[src/rtl/decoder38_pkg.sv]
// Shared types and helpers for the decoder38_scan digit-select block.
// Holds the FSM state encoding, select width and the one-hot decode helper.
package decoder38_pkg;

  localparam int SEL_W = 8;

  typedef enum logic [1:0] {
    OFF    = 2'd0,
    DIRECT = 2'd1,
    SCAN   = 2'd2
  } state_t;

  function automatic logic [SEL_W-1:0] onehot8(input logic [2:0] idx);
    return 8'h01 << idx;
  endfunction

endpackage

[src/rtl/decoder38_scan_prescaler.sv]
// scan_prescaler: counts 0..CLK_DIV-1 while running; oStep is a combinational pulse at CLK_DIV-1.
// Latency: oStep is asserted during the last count cycle; iClr wins over iRun; the count is frozen when idle.
module scan_prescaler #(
  parameter int CLK_DIV = 100000
) (
  input  logic iClk,
  input  logic iRst_n,
  input  logic iClr,
  input  logic iRun,
  output logic oStep
);

  localparam int CNT_W = (CLK_DIV > 1) ? $clog2(CLK_DIV) : 1;
  localparam logic [CNT_W-1:0] LAST = CNT_W'(CLK_DIV - 1);

  logic [CNT_W-1:0] r_cnt;
  logic             w_last;

  assign w_last = (r_cnt == LAST);
  assign oStep  = iRun && w_last;

  always_ff @(posedge iClk or negedge iRst_n) begin
    if (!iRst_n) begin
      r_cnt <= '0;
    end else if (iClr) begin
      r_cnt <= '0;
    end else if (iRun) begin
      r_cnt <= w_last ? '0 : r_cnt + CNT_W'(1);
    end
  end

endmodule

[src/rtl/decoder38_scan.sv]
// decoder38_scan: registered 3-to-8 one-hot digit-select decoder with a built-in scan sequencer.
// Latency is 1 cycle; there is no backpressure. Defining DECODER38_BLANK_EN inserts one blank cycle on each scan step.
import decoder38_pkg::*;

module decoder38_scan #(
  parameter int CLK_DIV = 100000
) (
  input  logic             iClk,
  input  logic             iRst_n,
  input  logic             iEn,
  input  logic             iMode,
  input  logic             iValid,
  input  logic [2:0]       iData,
  output logic [SEL_W-1:0] oData,
  output logic [2:0]       oIdx,
  output logic             oValid,
  output logic             oWrap
);

  state_t           r_state;
  state_t           w_nxt;
  logic [SEL_W-1:0] r_data;
  logic [2:0]       r_idx;
  logic             r_valid;
  logic             r_wrap;
  logic             r_blank;
  logic             w_entry;
  logic             w_run;
  logic             w_step;

  always_comb begin
    w_nxt = OFF;
    if (iEn) begin
      w_nxt = iMode ? SCAN : DIRECT;
    end
  end

  // Entering SCAN restarts the prescaler; it only advances while SCAN is held.
  assign w_entry = (w_nxt == SCAN) && (r_state != SCAN);
  assign w_run   = (w_nxt == SCAN) && (r_state == SCAN);

  scan_prescaler #(
    .CLK_DIV(CLK_DIV)
  ) u_prescaler (
    .iClk  (iClk),
    .iRst_n(iRst_n),
    .iClr  (w_entry),
    .iRun  (w_run),
    .oStep (w_step)
  );

  always_ff @(posedge iClk or negedge iRst_n) begin
    if (!iRst_n) begin
      r_state <= OFF;
      r_data  <= '0;
      r_idx   <= 3'd0;
      r_valid <= 1'b0;
      r_wrap  <= 1'b0;
      r_blank <= 1'b0;
    end else begin
      r_state <= w_nxt;
      r_wrap  <= 1'b0;
      r_blank <= 1'b0;
      case (w_nxt)
        DIRECT: begin
          if (iValid) begin
            r_data  <= onehot8(iData);
            r_idx   <= iData;
            r_valid <= 1'b1;
          end else if (r_state != DIRECT) begin
            r_data  <= '0;
            r_valid <= 1'b0;
          end
        end
        SCAN: begin
          if (w_entry) begin
            r_idx   <= 3'd0;
            r_data  <= onehot8(3'd0);
            r_valid <= 1'b1;
          end else if (w_step) begin
            r_idx  <= r_idx + 3'd1;
            r_wrap <= (r_idx == 3'd7);
`ifdef DECODER38_BLANK_EN
            r_data  <= '0;
            r_valid <= 1'b0;
            r_blank <= 1'b1;
`else
            r_data  <= onehot8(r_idx + 3'd1);
            r_valid <= 1'b1;
`endif
          end else if (r_blank) begin
            // Light the digit whose index was latched on the blank cycle.
            r_data  <= onehot8(r_idx);
            r_valid <= 1'b1;
          end
        end
        default: begin
          r_data  <= '0;
          r_valid <= 1'b0;
        end
      endcase
    end
  end

  assign oData  = r_data;
  assign oIdx   = r_idx;
  assign oValid = r_valid;
  assign oWrap  = r_wrap;

endmodule

[config.mk]
export PLATFORM = sky130hd
export DESIGN_NAME = decoder38_scan
export DESIGN_NICKNAME = d
export VERILOG_FILES = /design/src/rtl/decoder38_pkg.sv /design/src/rtl/decoder38_scan_prescaler.sv /design/src/rtl/decoder38_scan.sv
export SDC_FILE = /design/constraint.sdc
export NUM_CORES = 1
export LEC_CHECK = 0
export ABC_AREA = 1
export BUFFER_PORTS_ARGS = -buffer_cell sky130_fd_sc_hd__buf_2
export CAP_MARGIN = 5
export CORE_MARGIN = 2
export CORE_UTILIZATION = 50
export DETAILED_ROUTE_END_ITERATION = 16
export PLACE_DENSITY_LB_ADDON = 0.2
export SKIP_CTS_REPAIR_TIMING = 1
export SLEW_MARGIN = 20
export SYNTH_ARGS = -nofsm -noshare
export SYNTH_HDL_FRONTEND = slang
export SYNTH_HIERARCHICAL = 1
export SYNTH_SLANG_ARGS = --single-unit
[constraint.sdc]
create_clock -name iClk -period 2.1 [get_ports iClk]
set_input_delay 0.105 -clock iClk [delete_from_list [all_inputs] [get_ports iClk]]
set_output_delay 0.105 -clock iClk [all_outputs]
set_load 0.02 [all_outputs]
## Word level (Yosys, flattened, before mapping)

Index checks and enable logic that the tools add are counted.

- Output and inout port bits: 13
- Bits of input ports: 8
- Logic and storage cells: 49
- Register bits: 32

- Shifts and indexed selects: 2
- Reductions and logical operators: 7
- Add/sub/neg operators: 2
- Equality and inequality tests: 10
- Muxes and demuxes: 22

Operators with widths:

| kind | number |
|---|---|
| $mux W17 | 3 |
| $mux W8 | 4 |
| $add A17 B1 Y17 const B | 1 |
| $eq A17 B17 Y1 const B | 1 |
| $pmux W8 S2 | 1 |
| $shl A1 B3 Y8 const A | 2 |
| $mux W3 | 3 |
| $mux W1 | 7 |
| $pmux W3 S2 | 1 |
| $eq A2 B2 Y1 const B | 2 |
| $mux W2 | 2 |
| $ne A2 B2 Y1 const B | 2 |
| $reduce_bool A2 Y1 | 2 |
| $add A3 B1 Y3 const B | 1 |
| $eq A3 B3 Y1 const B | 1 |
| $logic_and A1 B1 Y1 | 3 |
| $ne A3 B1 Y1 const B | 1 |
| $ne A3 B3 Y1 const B | 1 |
| $reduce_and A3 Y1 | 1 |
| $eq A2 B1 Y1 const B | 1 |
| $ne A2 B1 Y1 const B | 1 |
| $pmux W1 S2 | 1 |
| $reduce_and A2 Y1 | 1 |

## Logic depth before layout (Yosys ltp)

Gate-level depths: netlist of the first run.

- Depth in word-level cells: 8
- Depth in mapped cells: 13
- Gate-level depth less buffers: 13

## Cells and area by module

Netlist of the first run, hierarchy kept.

Modules (own cells, without submodules):

| module | area each (um2) | cells an instance | times used | seq. area each (um2) |
|---|---|---|---|---|
| scan_prescaler | 1,193.6 | 176 | 1 | 425.4 |
| decoder38_scan | 989.7 | 140 | 1 | 375.4 |

## Least setup slack after synthesis of the first run

Ideal clock, no wire load.

- Kind: register to register
- Start point: reg u_prescaler.r_cnt[1]
- End point: reg r_data[4] (netlist: oData[4])
- Stages on the path, launching flop included: 14
- Setup time: 0.065 ns
- Period minus slack after synthesis: 1.610 ns
- Path buffers: 0
- Arrival time: 1.545 ns
- Slack: 0.490 ns
- Data required time: 2.035 ns
- Cells stage by stage: dfrtp_1 ha_1 nand2_2 nor2_4 nand2_1 nor2_1 nand4_1 nor2_1 inv_1 nand3_2 nand2_4 inv_2 nand2_1 nand2_1

- Cells in the longest elaborated chain, start to end: 4

RTL lines:

| what | line | RTL |
|---|---|---|
| from (decl) | decoder38_scan_prescaler.sv:16 | `logic [CNT_W-1:0] r_cnt;` |
| from (signal assigned) | decoder38_scan_prescaler.sv:28 | `r_cnt <= w_last ? '0 : r_cnt + CNT_W'(1);` |
| $eq A17 B17 Y1 | decoder38_scan_prescaler.sv:19 | `assign w_last = (r_cnt == LAST);` |
| $logic_and A1 B1 Y1 | decoder38_scan_prescaler.sv:20 | `assign oStep = iRun && w_last;` |
| named net w_step | decoder38_scan.sv:29 | `logic w_step;` |
| $ne A3 B1 Y1 (no line) | -- |  |
| $reduce_and A2 Y1 (no line) | -- |  |
| to (signal assigned) | decoder38_scan.sv:67 | `r_data <= onehot8(iData);` |
| to (signal assigned) | decoder38_scan.sv:78 | `r_data <= onehot8(3'd0);` |
| to (signal assigned) | decoder38_scan.sv:88 | `r_data <= onehot8(r_idx + 3'd1);` |
| to (decl) | decoder38_scan.sv:22 | `logic [SEL_W-1:0] r_data;` |

The timed path passes the listed nets, and every way through them passes these cells.
A chain may end at the register's enable or synchronous reset.

## Worst setup path in the final report of the first run

- Start point: reg u_prescaler.r_cnt[1]
- End point: reg r_data[6] (netlist: oData[6])

Same word-level chain as after synthesis.

==> out/results.ini, run 1 <==
[power]
ir_drop_mv = 0.309
p_per_area_nw_per_um2 = 636
p_leak_nw = 1.26
total_power_mw = 1.56

[placed_design]
dpl.hpwl_mm = 3.68
dpl_cell_area_um2 = 2340
port_buffers = 20
gp_congestion = 0.947

[worst_hold_path]
hold_start = iMode
holdCritPathClass = primary input to register

[synth]
synth_top_family_by_area = simple AND/OR/NAND/NOR gates
synthSimpleGateAreaFrac_pct = 44.9
synth_edf_count = 0
ys_seq_area_share_pct = 36.7
syn_area_per_cell_um2 = 6.91
syn-num-nets = 332
synth_top_area_share_pct = 36.7
synthMuxAreaShare_pct = 0
netlist_area_um2 = 2180
synth_xor_area_share_pct = 1.60
synth_area_leader_cell = dfrtp_1
synth_fa_ha_area_share_pct = 4.58
ys_types = 29
ys_ff_latch = 32
async_reset_ff_share_pct = 100
syn_inst = 316
synth_area_leaders = dfrtp_1 (37%), nand2_1 (16%), nor2_1 (8.6%), inv_1 (6.7%), nand3_1 (6.4%)
synth-compound-area-share_pct = 3.44
synth_flop_cell = dfrtp_1
ys.warnings.count = 6

[final_layout]
syn_to_final_growth_pct = 12.7
final_util_pct = 57.3
nFillCells = 437
finalInstanceArea_um2 = 2460
nNetsFinal = 359
antenna_cells = 0
drive_above_1_share_pct = 17.7

[sta]
setup_viol = 0
slew_viol_final = 0
fmax_ghz = 0.553
min_period_ns = 1.81
rsz0062_at_grt = no
worstMarginPinSlew_ns = 0.725
clock_skew_ns = 0.00640
finalSetupTns_ns = 0
relSlewSlack_pct = 51.7
fin_crit_sh_pct = 86.1
hold_viol_final = 0

[floorplan]
design.die.area_um2 = 4910
coreArea_um2 = 4290
ios = 21
die_h_um = 70.1
initial_core_util_pct = 50.8
row_count = 24
die_width_um = 70.1

[detailed_routing]
drtIter0Drc = 118
via_count = 1988
drt_first_pass_iters = 4
ant_nets = 0
wl_met1_mm = 2.15
wl_per_cell_um = 11.9
via_per_inst = 5.02
drc_errors = 0
top_layer = met4
wl_mm = 4.72
met2_length_mm = 2.32
wl_met3_um = 161

[setup_path]
required_ns = 2.33
end_kind = register
start_kind = register
timing.rr.start = u_prescaler/r_cnt[1]$_DFFE_PN0P_
critical-path-slowest-cell = dfrtp_1
crit_start = u_prescaler/r_cnt[1]$_DFFE_PN0P_
worstSetupPathType = register to register
cp_common_cell = nand2_1
max_stage_delay_ns = 0.39
arrival_ns = 2.04
crit_path_cell_trace = ha_1 > nand2_2 > nor2_4 > nand2_1 > nor2_1 > nand4_1 > nor2_1 > inv_1 > nand3_2 > nand2_4 > inv_2 > nand2_1 > nand2_1
cp_max_fo = 10

[clock_tree]
clockBufferDepth = 2
clockRootBuffer = clkbuf_8
clk_pin_slew_ns = 0.07
cts_sinks = 32
clkLatencyLatePin_ns = 0.29
cts_tree = yes
htree_levels = 2
cts_inserted_buffers = 5

[global_routing]
grt_overflow = 0
track_usage_pct = 21.3
grt_pass1_vias = 1900
antenna_found_initial = 0
grt_max_degree = 33
grt_pass1_wl_mm = 8.33

[status]
status = finished, final reports clean

[flow_run]
cap_violations = 0

## cell type report
cell class	instances	area (um^2)	share of cell area [%]
clock buffers	6	72.6	2.95
clock inverters	2	35.0	1.42
inverters	44	171	6.97
multi-input cells	237	1190	48.4
flip-flops and latches	32	801	32.6
well taps	52	65.1	2.64
repair buffers	23	125	5.09
## metal layers
metal	up-vias	GRT usage, %
met3	9	4.04
li1	1030	-
met2	34	34.7
met1	915	27.5
met5	-	0
met4	0	9.62
## logic make-up (layout without fill, tap and decap cells)
logic type                 Yosys count  after routing
adders and majority gates            8              8
AOI/OAI and AO/OA                   14             14
xor gates and xnor gates             4              4
DFF                                 32             32
buffers and inverters               47             75
and+or+nand+nor                    211            211
## layout by cell type (no fill, tap or decap), types with 3 or more instances in the layout
cell type	synthesis	routed
buf_2	2	20
inv_2	3	3
xor2_1	3	3
o21ai_0	9	9
nand3b_1	4	4
nand3_1	28	28
ha_1	8	8
nand2_1	92	92
nor2_4	4	4
inv_1	39	39
clkbuf_8	0	5
nand2_2	10	10
nand4_1	6	6
nor2_1	50	50
dfrtp_1	32	32
nor2_2	9	9
## flip-flops by register name (all words and copies together), names as in the netlist
signal             cells
oWrap                  1
u_prescaler/r_cnt     17
oIdx                   3
r_state                2
oValid                 1
oData                  8
## cells in the mapped netlist, types with 2 or more instances
library cell and instances:
nand2_4 2, nand3b_1 4, dfrtp_1 32, nor2_2 9, a21oi_1 2, inv_1 39
ha_1 8, o21ai_0 9, inv_2 3, nand2_2 10, nor3_1 2, xor2_1 3
nand4_1 6, buf_2 2, nor2_4 4, nor2_1 50, nand2_1 92, nand3_1 28
## power by group
group / internal [mW] / switching [mW] / total, mW
logic: 0.0877 / 0.170 / 0.258
registers: 0.664 / 0.0555 / 0.719
clock network: 0.352 / 0.236 / 0.588
## stage by stage
stage	setup WS, ns	cells	hold slack [ns]
floorplan	0.490	316	-0.191
finish	0.293	396	0.0570
global placement	0.363	387	0.207
detailed placement	0.290	387	0.205
CTS	0.285	395	-0.106
global route	0.0911	396	0.0681
## final timing paths
check / endpoint / cells after the start / slack [ns]
setup / recovery: oData[6]$_DFFE_PN0P_ / 13 / 0.29
hold / removal: r_state[0]$_DFF_PN0_ / 2 / 0.06
setup reg to reg: oData[6]$_DFFE_PN0P_ / 13 / 0.29
hold reg to reg: oData[1]$_DFFE_PN0P_ / 2 / 0.48
max in group asynchronous: oWrap$_DFF_PN0_ / 2 / 1.22
min in group asynchronous: u_prescaler/r_cnt[5]$_DFFE_PN0P_ / 2 / 0.41
## worst max-delay path: cells and delay by family (launching register included)
kind                     cells  cell delay (ns)
adder cells (fa/ha/maj)      1             0.20
AND/OR/NAND/NOR             10             0.98
buffers and inverters        2             0.19
flip-flops                   1             0.39
Note: power is estimated with default switching activity, not from simulation.
==> run 2, diff against run 1 <==
--- a/config.mk
+++ b/config.mk
@@ -5,7 +5,6 @@
 export SDC_FILE = /design/constraint.sdc
 export NUM_CORES = 1
 export LEC_CHECK = 0
-export ABC_AREA = 1
 export BUFFER_PORTS_ARGS = -buffer_cell sky130_fd_sc_hd__buf_2
 export CAP_MARGIN = 5
 export CORE_MARGIN = 2
==> run 2 against run 1 <==
The run now ends with setup timing left. Combinational power is 17% lower. Routed wire length is 0.42% lower. Maximum frequency is 20% lower. Clock skew is 0.00096 ns higher.
==> out/results.ini, run 2 <==
[synth]
ys_ff_latch = 32  ; unchanged
synthTopCellsByCount = dfrtp_1 (32), nor2_1 (16), nand2_1 (12)  ; was nand2_1 (92), nor2_1 (50), inv_1 (39)
netlist_area_um2 = 1930  ; was 2180 um^2
synth_area_leader_cell = dfrtp_1  ; unchanged
ys.warnings.count = 6  ; unchanged
syn_area_per_cell_um2 = 10.2  ; was 6.91 um^2
ys_types = 56  ; was 29
synth_flop_cell = dfrtp_1  ; unchanged
synth.most_common_cell = dfrtp_1  ; was nand2_1
synth_area_leaders = dfrtp_1 (41%), ha_1 (5.2%), a22o_2 (3.6%), xnor2_1 (3.6%), nor2_1 (3.1%)  ; was dfrtp_1 (37%), nand2_1 (16%), nor2_1 (8.6%), inv_1 (6.7%), nand3_1 (6.4%)
syn_inst = 189  ; was 316
synth_top_area_share_pct = 41.4  ; was 36.7%
async_reset_ff_share_pct = 100  ; unchanged
ys_seq_area_share_pct = 41.4  ; was 36.7%
synth_edf_count = 0  ; unchanged
syn-num-nets = 205  ; was 332

[setup_path]
end_kind = register  ; unchanged
crit_start = u_prescaler/r_cnt[6]$_DFFE_PN0P_  ; was u_prescaler/r_cnt[1]$_DFFE_PN0P_
crit_path_cell_trace = or4_4 > nor4b_4 > nand4b_1 > nor2_2 > and4bb_4 > o21a_2 > a22o_2  ; was ha_1 > nand2_2 > nor2_4 > nand2_1 > nor2_1 > nand4_1 > nor2_1 > inv_1 > nand3_2 > nand2_4 > inv_2 > nand2_1 > nand2_1
crit_buf_inv = 0  ; was 2
worstSetupPathType = register to register  ; unchanged
reg2reg_to = oData[2]$_DFFE_PN0P_  ; was oData[6]$_DFFE_PN0P_
max_stage_delay_ns = 0.55  ; was 0.39 ns
required_ns = 2.28  ; was 2.33 ns
cp_num_cells = 7  ; was 13
start_kind = register  ; unchanged
cp_max_fo = 5  ; was 10
arrival_ns = 2.45  ; was 2.04 ns
critical-path-slowest-cell = or4_4  ; was dfrtp_1
cp_top_family = simple AND/OR/NAND/NOR gates  ; unchanged
worstSetupEndpoint = oData[2]$_DFFE_PN0P_  ; was oData[6]$_DFFE_PN0P_
reg2regPathDepth = 7  ; was 13
timing.rr.start = u_prescaler/r_cnt[6]$_DFFE_PN0P_  ; was u_prescaler/r_cnt[1]$_DFFE_PN0P_
reg2reg_slack_ns = -0.16  ; was 0.29 ns

[detailed_routing]
wl_mm = 4.70  ; was 4.72 mm
via_count = 1667  ; was 1988
ant_nets = 0  ; unchanged
drc_errors = 0  ; unchanged
via_per_inst = 5.91  ; was 5.02
drtIter0Drc = 199  ; was 118
drt_first_pass_iters = 4  ; unchanged
wl_per_cell_um = 16.7  ; was 11.9 um

[sta]
whs_ns = 0.205  ; was 0.0570 ns
worstMarginPinSlew_ns = 0.728  ; was 0.725 ns
clock_skew_ns = 0.00736  ; was 0.00640 ns
worst_slack_ns = -0.165  ; was 0.293 ns
hold_viol_final = 0  ; unchanged
setup_viol = 12  ; was 0
fin_crit_sh_pct = 108  ; was 86.1%
min_period_ns = 2.26  ; was 1.81 ns
slew_viol_final = 0  ; unchanged
finalSetupTns_ns = -1.76  ; was 0 ns
fmax_ghz = 0.442  ; was 0.553 GHz
rsz0062_at_grt = yes  ; was no
relSlewSlack_pct = 51.5  ; was 51.7%

[floorplan]
coreArea_um2 = 3690  ; was 4290 um^2
design.die.area_um2 = 4380  ; was 4910 um^2
initial_core_util_pct = 52.4  ; was 50.8%
row_count = 22  ; was 24
die_width_um = 66.2  ; was 70.1 um
ios = 21  ; unchanged
die_h_um = 66.2  ; was 70.1 um

[placed_design]
dpl.hpwl_mm = 3.34  ; was 3.68 mm
gp_congestion = 0.964  ; was 0.947
dpl_cell_area_um2 = 2200  ; was 2340 um^2
port_buffers = 20  ; unchanged

[clock_tree]
cts_sinks = 32  ; unchanged
cts_tree = yes  ; unchanged
clk_pin_slew_ns = 0.07  ; about the same
clockBufferDepth = 2  ; unchanged
clockRootBuffer = clkbuf_8  ; unchanged
htree_levels = 2  ; unchanged
clkLatencyLatePin_ns = 0.29  ; about the same
cts_inserted_buffers = 5  ; unchanged

[global_routing]
met2_usage_pct = 39.5  ; was 34.7%
grt_max_degree = 33  ; unchanged
met3_usage_pct = 4.26  ; was 4.04%
use_met1_pct = 26.5  ; was 27.5%
grt-busiest-layer = met2  ; unchanged
grt_overflow = 0  ; unchanged
track_usage_pct = 22.7  ; was 21.3%
grt_pass1_wl_mm = 7.55  ; was 8.33 mm
antenna_found_initial = 0  ; unchanged
grt_pass1_vias = 1635  ; was 1900

[status]
status = complete, but fails checks  ; was finished, final reports clean
violations = setup timing

[worst_hold_path]
holdCritPathClass = primary input to register  ; unchanged

[final_layout]
antenna_cells = 0  ; unchanged
largest_register_ffs = 17  ; unchanged
finalInstanceArea_um2 = 2390  ; was 2460 um^2
largest_register = u_prescaler/r_cnt  ; unchanged
nFillCells = 305  ; was 437
layout_common_cells = dfrtp_1 (32), buf_2 (20), buf_4 (19)  ; was nand2_1 (92), nor2_1 (50), inv_1 (39)
nNetsFinal = 249  ; was 359
syn_to_final_growth_pct = 23.7  ; was 12.7%
final_common_cell = dfrtp_1  ; was nand2_1
drive_above_1_share_pct = 32.1  ; was 17.7%

[power]
ir_drop_mv = 0.381  ; was 0.309 mV
p_per_area_nw_per_um2 = 638  ; was 636 nW/um^2
total_power_mw = 1.53  ; was 1.56 mW
p_leak_nw = 1.09  ; was 1.26 nW

[flow_run]
cap_violations = 0  ; unchanged

-- run 2: cell types whose count changed in the layout (fill, tap and decap cells not counted), sizes merged, moves of 7 or more --
cell   previous run  this run
a22o              0         8
inv              42        11
nand3            29         7
buf              22        40
nor2             64        17
nand2           104        12
xnor2             1         8
-- run 2: power breakdown --
part | internal, mW | switching (mW) | leakage (nW) | total, mW
clock | 0.419 | 0.235 | 0.0645 | 0.654
sequential | 0.636 | 0.0217 | 0.436 | 0.657
combinational | 0.0844 | 0.130 | 0.587 | 0.214
-- run 2: per-stage QoR --
step | std cells | util, % | setup slack (ns)
floorplan | 189 | - | -0.125
global placement | 270 | 59.8 | -0.130
detailed placement | 270 | 59.8 | -0.238
CTS | 278 | 63.2 | -0.260
global route | 282 | 64.8 | -0.252
finish | 282 | 64.8 | -0.165
-- run 2: layer usage --
metal / share of wire [%] / up-vias
li1: - / 802
met1: 41 / 817
met5: 0 / -
met2: 54 / 41
met3: 3.5 / 7
met4: 1.2 / 0
-- run 2: how the worst min path moves through the flow --
stage	cells past startpoint	endpoint	start
3_5_place_dp	1	u_prescaler/r_cnt[4]$_DFFE_PN0P_	iRst_n
4_1_cts	1	u_prescaler/r_cnt[16]$_DFFE_PN0P_	iRst_n
3_3_place_gp	1	u_prescaler/r_cnt[2]$_DFFE_PN0P_	iRst_n
2_1_floorplan	0	oData[0]$_DFFE_PN0P_	iRst_n
6_report	2	r_state[0]$_DFF_PN0_	iEn
5_1_grt	2	r_state[0]$_DFF_PN0_	iMode
-- run 2: kinds of logic after synthesis --
group / Yosys count / synth area share, %
AND/OR/NAND/NOR: 82 / 28.2
XOR/XNOR: 9 / 4.08
flip-flops: 32 / 41.4
AO/OA/AOI/OAI: 38 / 15.2
buffers and inverters: 16 / 3.82
multiplexers: 4 / 2.14
adder cells (fa/ha/maj): 8 / 5.18
-- run 2: area by class of cell --
class / count / area (um^2) / area share, %
clock buffers: 7 / 96.3 / 4.03
clock inverters: 1 / 30.0 / 1.26
inverters: 11 / 41.3 / 1.73
multi-input cells: 142 / 1100 / 45.9
flip-flops and latches: 32 / 801 / 33.5
well taps: 48 / 60.1 / 2.51
repair buffers: 41 / 264 / 11.0
-- run 2: worst reg2reg max path, cell delays in order (launching register included) --
cell and delay (ns):
dfrtp_1 0.40, or4_4 0.55, nor4b_4 0.21, nand4b_1 0.14
nor2_2 0.15, and4bb_4 0.25, o21a_2 0.23, a22o_2 0.24
==> run 3, diff against run 2 <==
--- a/config.mk
+++ b/config.mk
@@ -7,8 +7,10 @@
 export LEC_CHECK = 0
 export BUFFER_PORTS_ARGS = -buffer_cell sky130_fd_sc_hd__buf_2
 export CAP_MARGIN = 5
+export CELL_PAD_IN_SITES_DETAIL_PLACEMENT = 0
+export CELL_PAD_IN_SITES_GLOBAL_PLACEMENT = 1
 export CORE_MARGIN = 2
-export CORE_UTILIZATION = 50
+export CORE_UTILIZATION = 45
 export DETAILED_ROUTE_END_ITERATION = 16
 export PLACE_DENSITY_LB_ADDON = 0.2
 export SKIP_CTS_REPAIR_TIMING = 1
==> run 3 against run 2 <==
The flow still finishes with violations (setup timing). Count of clock-buffer cells in the layout down 1. First-iteration DRC count down 51%. Non-clock buffer count down 1. Routed wire length up 0.21%. Critical endpoint is now oData[3]$_DFFE_PN0P_. Sequential share of layout area up 0.39 points. Cell count up 0.35%. Total power down 10%. Critical path type unchanged. Utilization down 6.6 points. Combinational power about the same. Sequential cell count unchanged.
==> out/results.ini, run 3 (synthesis gave the netlist of run 2 again) <==
[sta]
worstMarginPinSlew_ns = 0.737  ; was 0.728 ns
whs_ns = 0.210  ; was 0.205 ns
worst_slack_ns = -0.186  ; was -0.165 ns
finalSetupTns_ns = -1.81  ; was -1.76 ns
setup_viol = 12  ; unchanged
relSlewSlack_pct = 50.8  ; was 51.5%
hold_viol_final = 0  ; unchanged
slew_viol_final = 0  ; unchanged
clock_skew_ns = 0.00772  ; was 0.00736 ns
fin_crit_sh_pct = 109  ; was 108%
fmax_ghz = 0.437  ; was 0.442 GHz
min_period_ns = 2.29  ; was 2.26 ns
rsz0062_at_grt = yes  ; unchanged

[detailed_routing]
drc_errors = 0  ; unchanged
ant_nets = 0  ; unchanged
wl_per_cell_um = 16.7  ; about the same
via_count = 1657  ; was 1667
drtIter0Drc = 98  ; was 199
via_per_inst = 5.86  ; was 5.91
wl_mm = 4.71  ; was 4.70 mm
drt_first_pass_iters = 4  ; unchanged

[floorplan]
initial_core_util_pct = 47.6  ; was 52.4%
design.die.area_um2 = 4840  ; was 4380 um^2
die_h_um = 69.5  ; was 66.2 um
die_width_um = 69.5  ; was 66.2 um
coreArea_um2 = 4060  ; was 3690 um^2
ios = 21  ; unchanged
row_count = 23  ; was 22

[setup_path]
cp_top_family = simple AND/OR/NAND/NOR gates  ; unchanged
reg2reg_to = oData[3]$_DFFE_PN0P_  ; was oData[2]$_DFFE_PN0P_
crit_buf_inv = 0  ; unchanged
worstSetupPathType = register to register  ; unchanged
critical-path-slowest-cell = or4_4  ; unchanged
reg2regPathDepth = 7  ; unchanged
required_ns = 2.28  ; about the same
crit_start = u_prescaler/r_cnt[6]$_DFFE_PN0P_  ; unchanged
reg2reg_slack_ns = -0.19  ; was -0.16 ns
timing.rr.start = u_prescaler/r_cnt[6]$_DFFE_PN0P_  ; unchanged
max_stage_delay_ns = 0.56  ; was 0.55 ns
cp_num_cells = 7  ; unchanged
crit_path_cell_trace = or4_4 > nor4b_4 > nand4b_1 > nor2_1 > and4bb_4 > o21a_4 > a22o_2  ; was or4_4 > nor4b_4 > nand4b_1 > nor2_2 > and4bb_4 > o21a_2 > a22o_2
arrival_ns = 2.46  ; was 2.45 ns
cp_max_fo = 5  ; unchanged
end_kind = register  ; unchanged
start_kind = register  ; unchanged

[worst_hold_path]
hold_start = iData[0]  ; was iEn
holdCritPathClass = primary input to register  ; unchanged
hold_depth = 3  ; was 2
worst_hold_path.endpoint = oIdx[0]$_DFFE_PN0P_  ; was r_state[0]$_DFF_PN0_

[clock_tree]
htree_levels = 2  ; unchanged
cts_tree = yes  ; unchanged
clk_pin_slew_ns = 0.07  ; about the same
clockBufferDepth = 2  ; unchanged
cts_sinks = 32  ; unchanged
cts_inserted_buffers = 5  ; unchanged
clkLatencyLatePin_ns = 0.29  ; about the same
clockRootBuffer = clkbuf_8  ; unchanged

[flow_run]
cap_violations = 0  ; unchanged

[placed_design]
dpl_cell_area_um2 = 2200  ; about the same
dpl.hpwl_mm = 3.49  ; was 3.34 mm
port_buffers = 20  ; unchanged
pre_cts_ws_ns = -0.186  ; was -0.238 ns
gp_congestion = 0.854  ; was 0.964

[global_routing]
grt_pass1_vias = 1689  ; was 1635
antenna_found_initial = 0  ; unchanged
grt_max_degree = 33  ; unchanged
grt_overflow = 0  ; unchanged
track_usage_pct = 21.3  ; was 22.7%
grt_pass1_wl_mm = 8.19  ; was 7.55 mm

[status]
status = complete, but fails checks  ; unchanged
violations = setup timing  ; unchanged

[final_layout]
nFillCells = 359  ; was 305
largest_register_ffs = 17  ; unchanged
largest_register = u_prescaler/r_cnt  ; unchanged
final-seq-area_um2 = 801  ; unchanged
antenna_cells = 0  ; unchanged
multi_input_area_um2 = 1110  ; was 1100 um^2
final_util_pct = 58.2  ; was 64.8%
finalInstanceArea_um2 = 2360  ; was 2390 um^2
final_common_cell = dfrtp_1  ; unchanged
drive_above_1_share_pct = 31.3  ; was 32.1%
syn_to_final_growth_pct = 22.3  ; was 23.7%
layout_common_cells = dfrtp_1 (32), buf_2 (20), buf_4 (18)  ; was dfrtp_1 (32), buf_2 (20), buf_4 (19)
nNetsFinal = 248  ; was 249

[power]
ir_drop_mv = 0.266  ; was 0.381 mV
p_leak_nw = 1.08  ; was 1.09 nW
p_per_area_nw_per_um2 = 581  ; was 638 nW/um^2

run 3: cell types whose count changed in the layout (fill, tap and decap cells not counted), sizes merged:
cell and change:
clkinv +2, clkbuf -1, bufinv -1, buf -1
run 3: worst min-delay path, stage by stage:
cell and delay, ns:
buf_2 0.13, a22oi_1 0.09, mux2i_1 0.13
run 3: worst max-delay path by stage:
stage	end	slack [ns]
2_1_floorplan	oData[0]$_DFFE_PN0P_	-0.13
3_3_place_gp	oData[0]$_DFFE_PN0P_	-0.13
3_5_place_dp	oData[3]$_DFFE_PN0P_	-0.19
4_1_cts	oData[3]$_DFFE_PN0P_	-0.20
5_1_grt	oData[0]$_DFFE_PN0P_	-0.27
6_report	oData[3]$_DFFE_PN0P_	-0.19
run 3: routing by layer:
layer	global-route usage [%]	part of all wire [%]
met2	36.9	52
met5	0	0
met4	7.41	1.7
met3	5.38	4.5
met1	25.5	42
run 3: power breakdown:
part           switching, mW  internal, mW  total [mW]
clock network          0.237         0.261       0.498
registers             0.0237         0.636       0.659
logic                  0.132        0.0842       0.216
total                  0.392         0.981        1.37
run 3: cell type report:
| class | instances | area share, % |
|---|---|---|
| Clock buffer | 6 | 3.49 |
| Clock inverter | 2 | 0.424 |
| Inverter | 11 | 1.75 |
| Multi-Input combinational cell | 142 | 47.0 |
| Sequential cell | 32 | 33.9 |
| Tap cell | 50 | 2.65 |
| Timing Repair Buffer | 40 | 10.9 |
run 3: metrics by stage:
step,power [mW],std cells
after floorplan,0.795,189
after global placement,0.871,271
after detailed placement,0.880,271
after CTS,1.38,279
after global routing,1.45,283
final,1.37,283
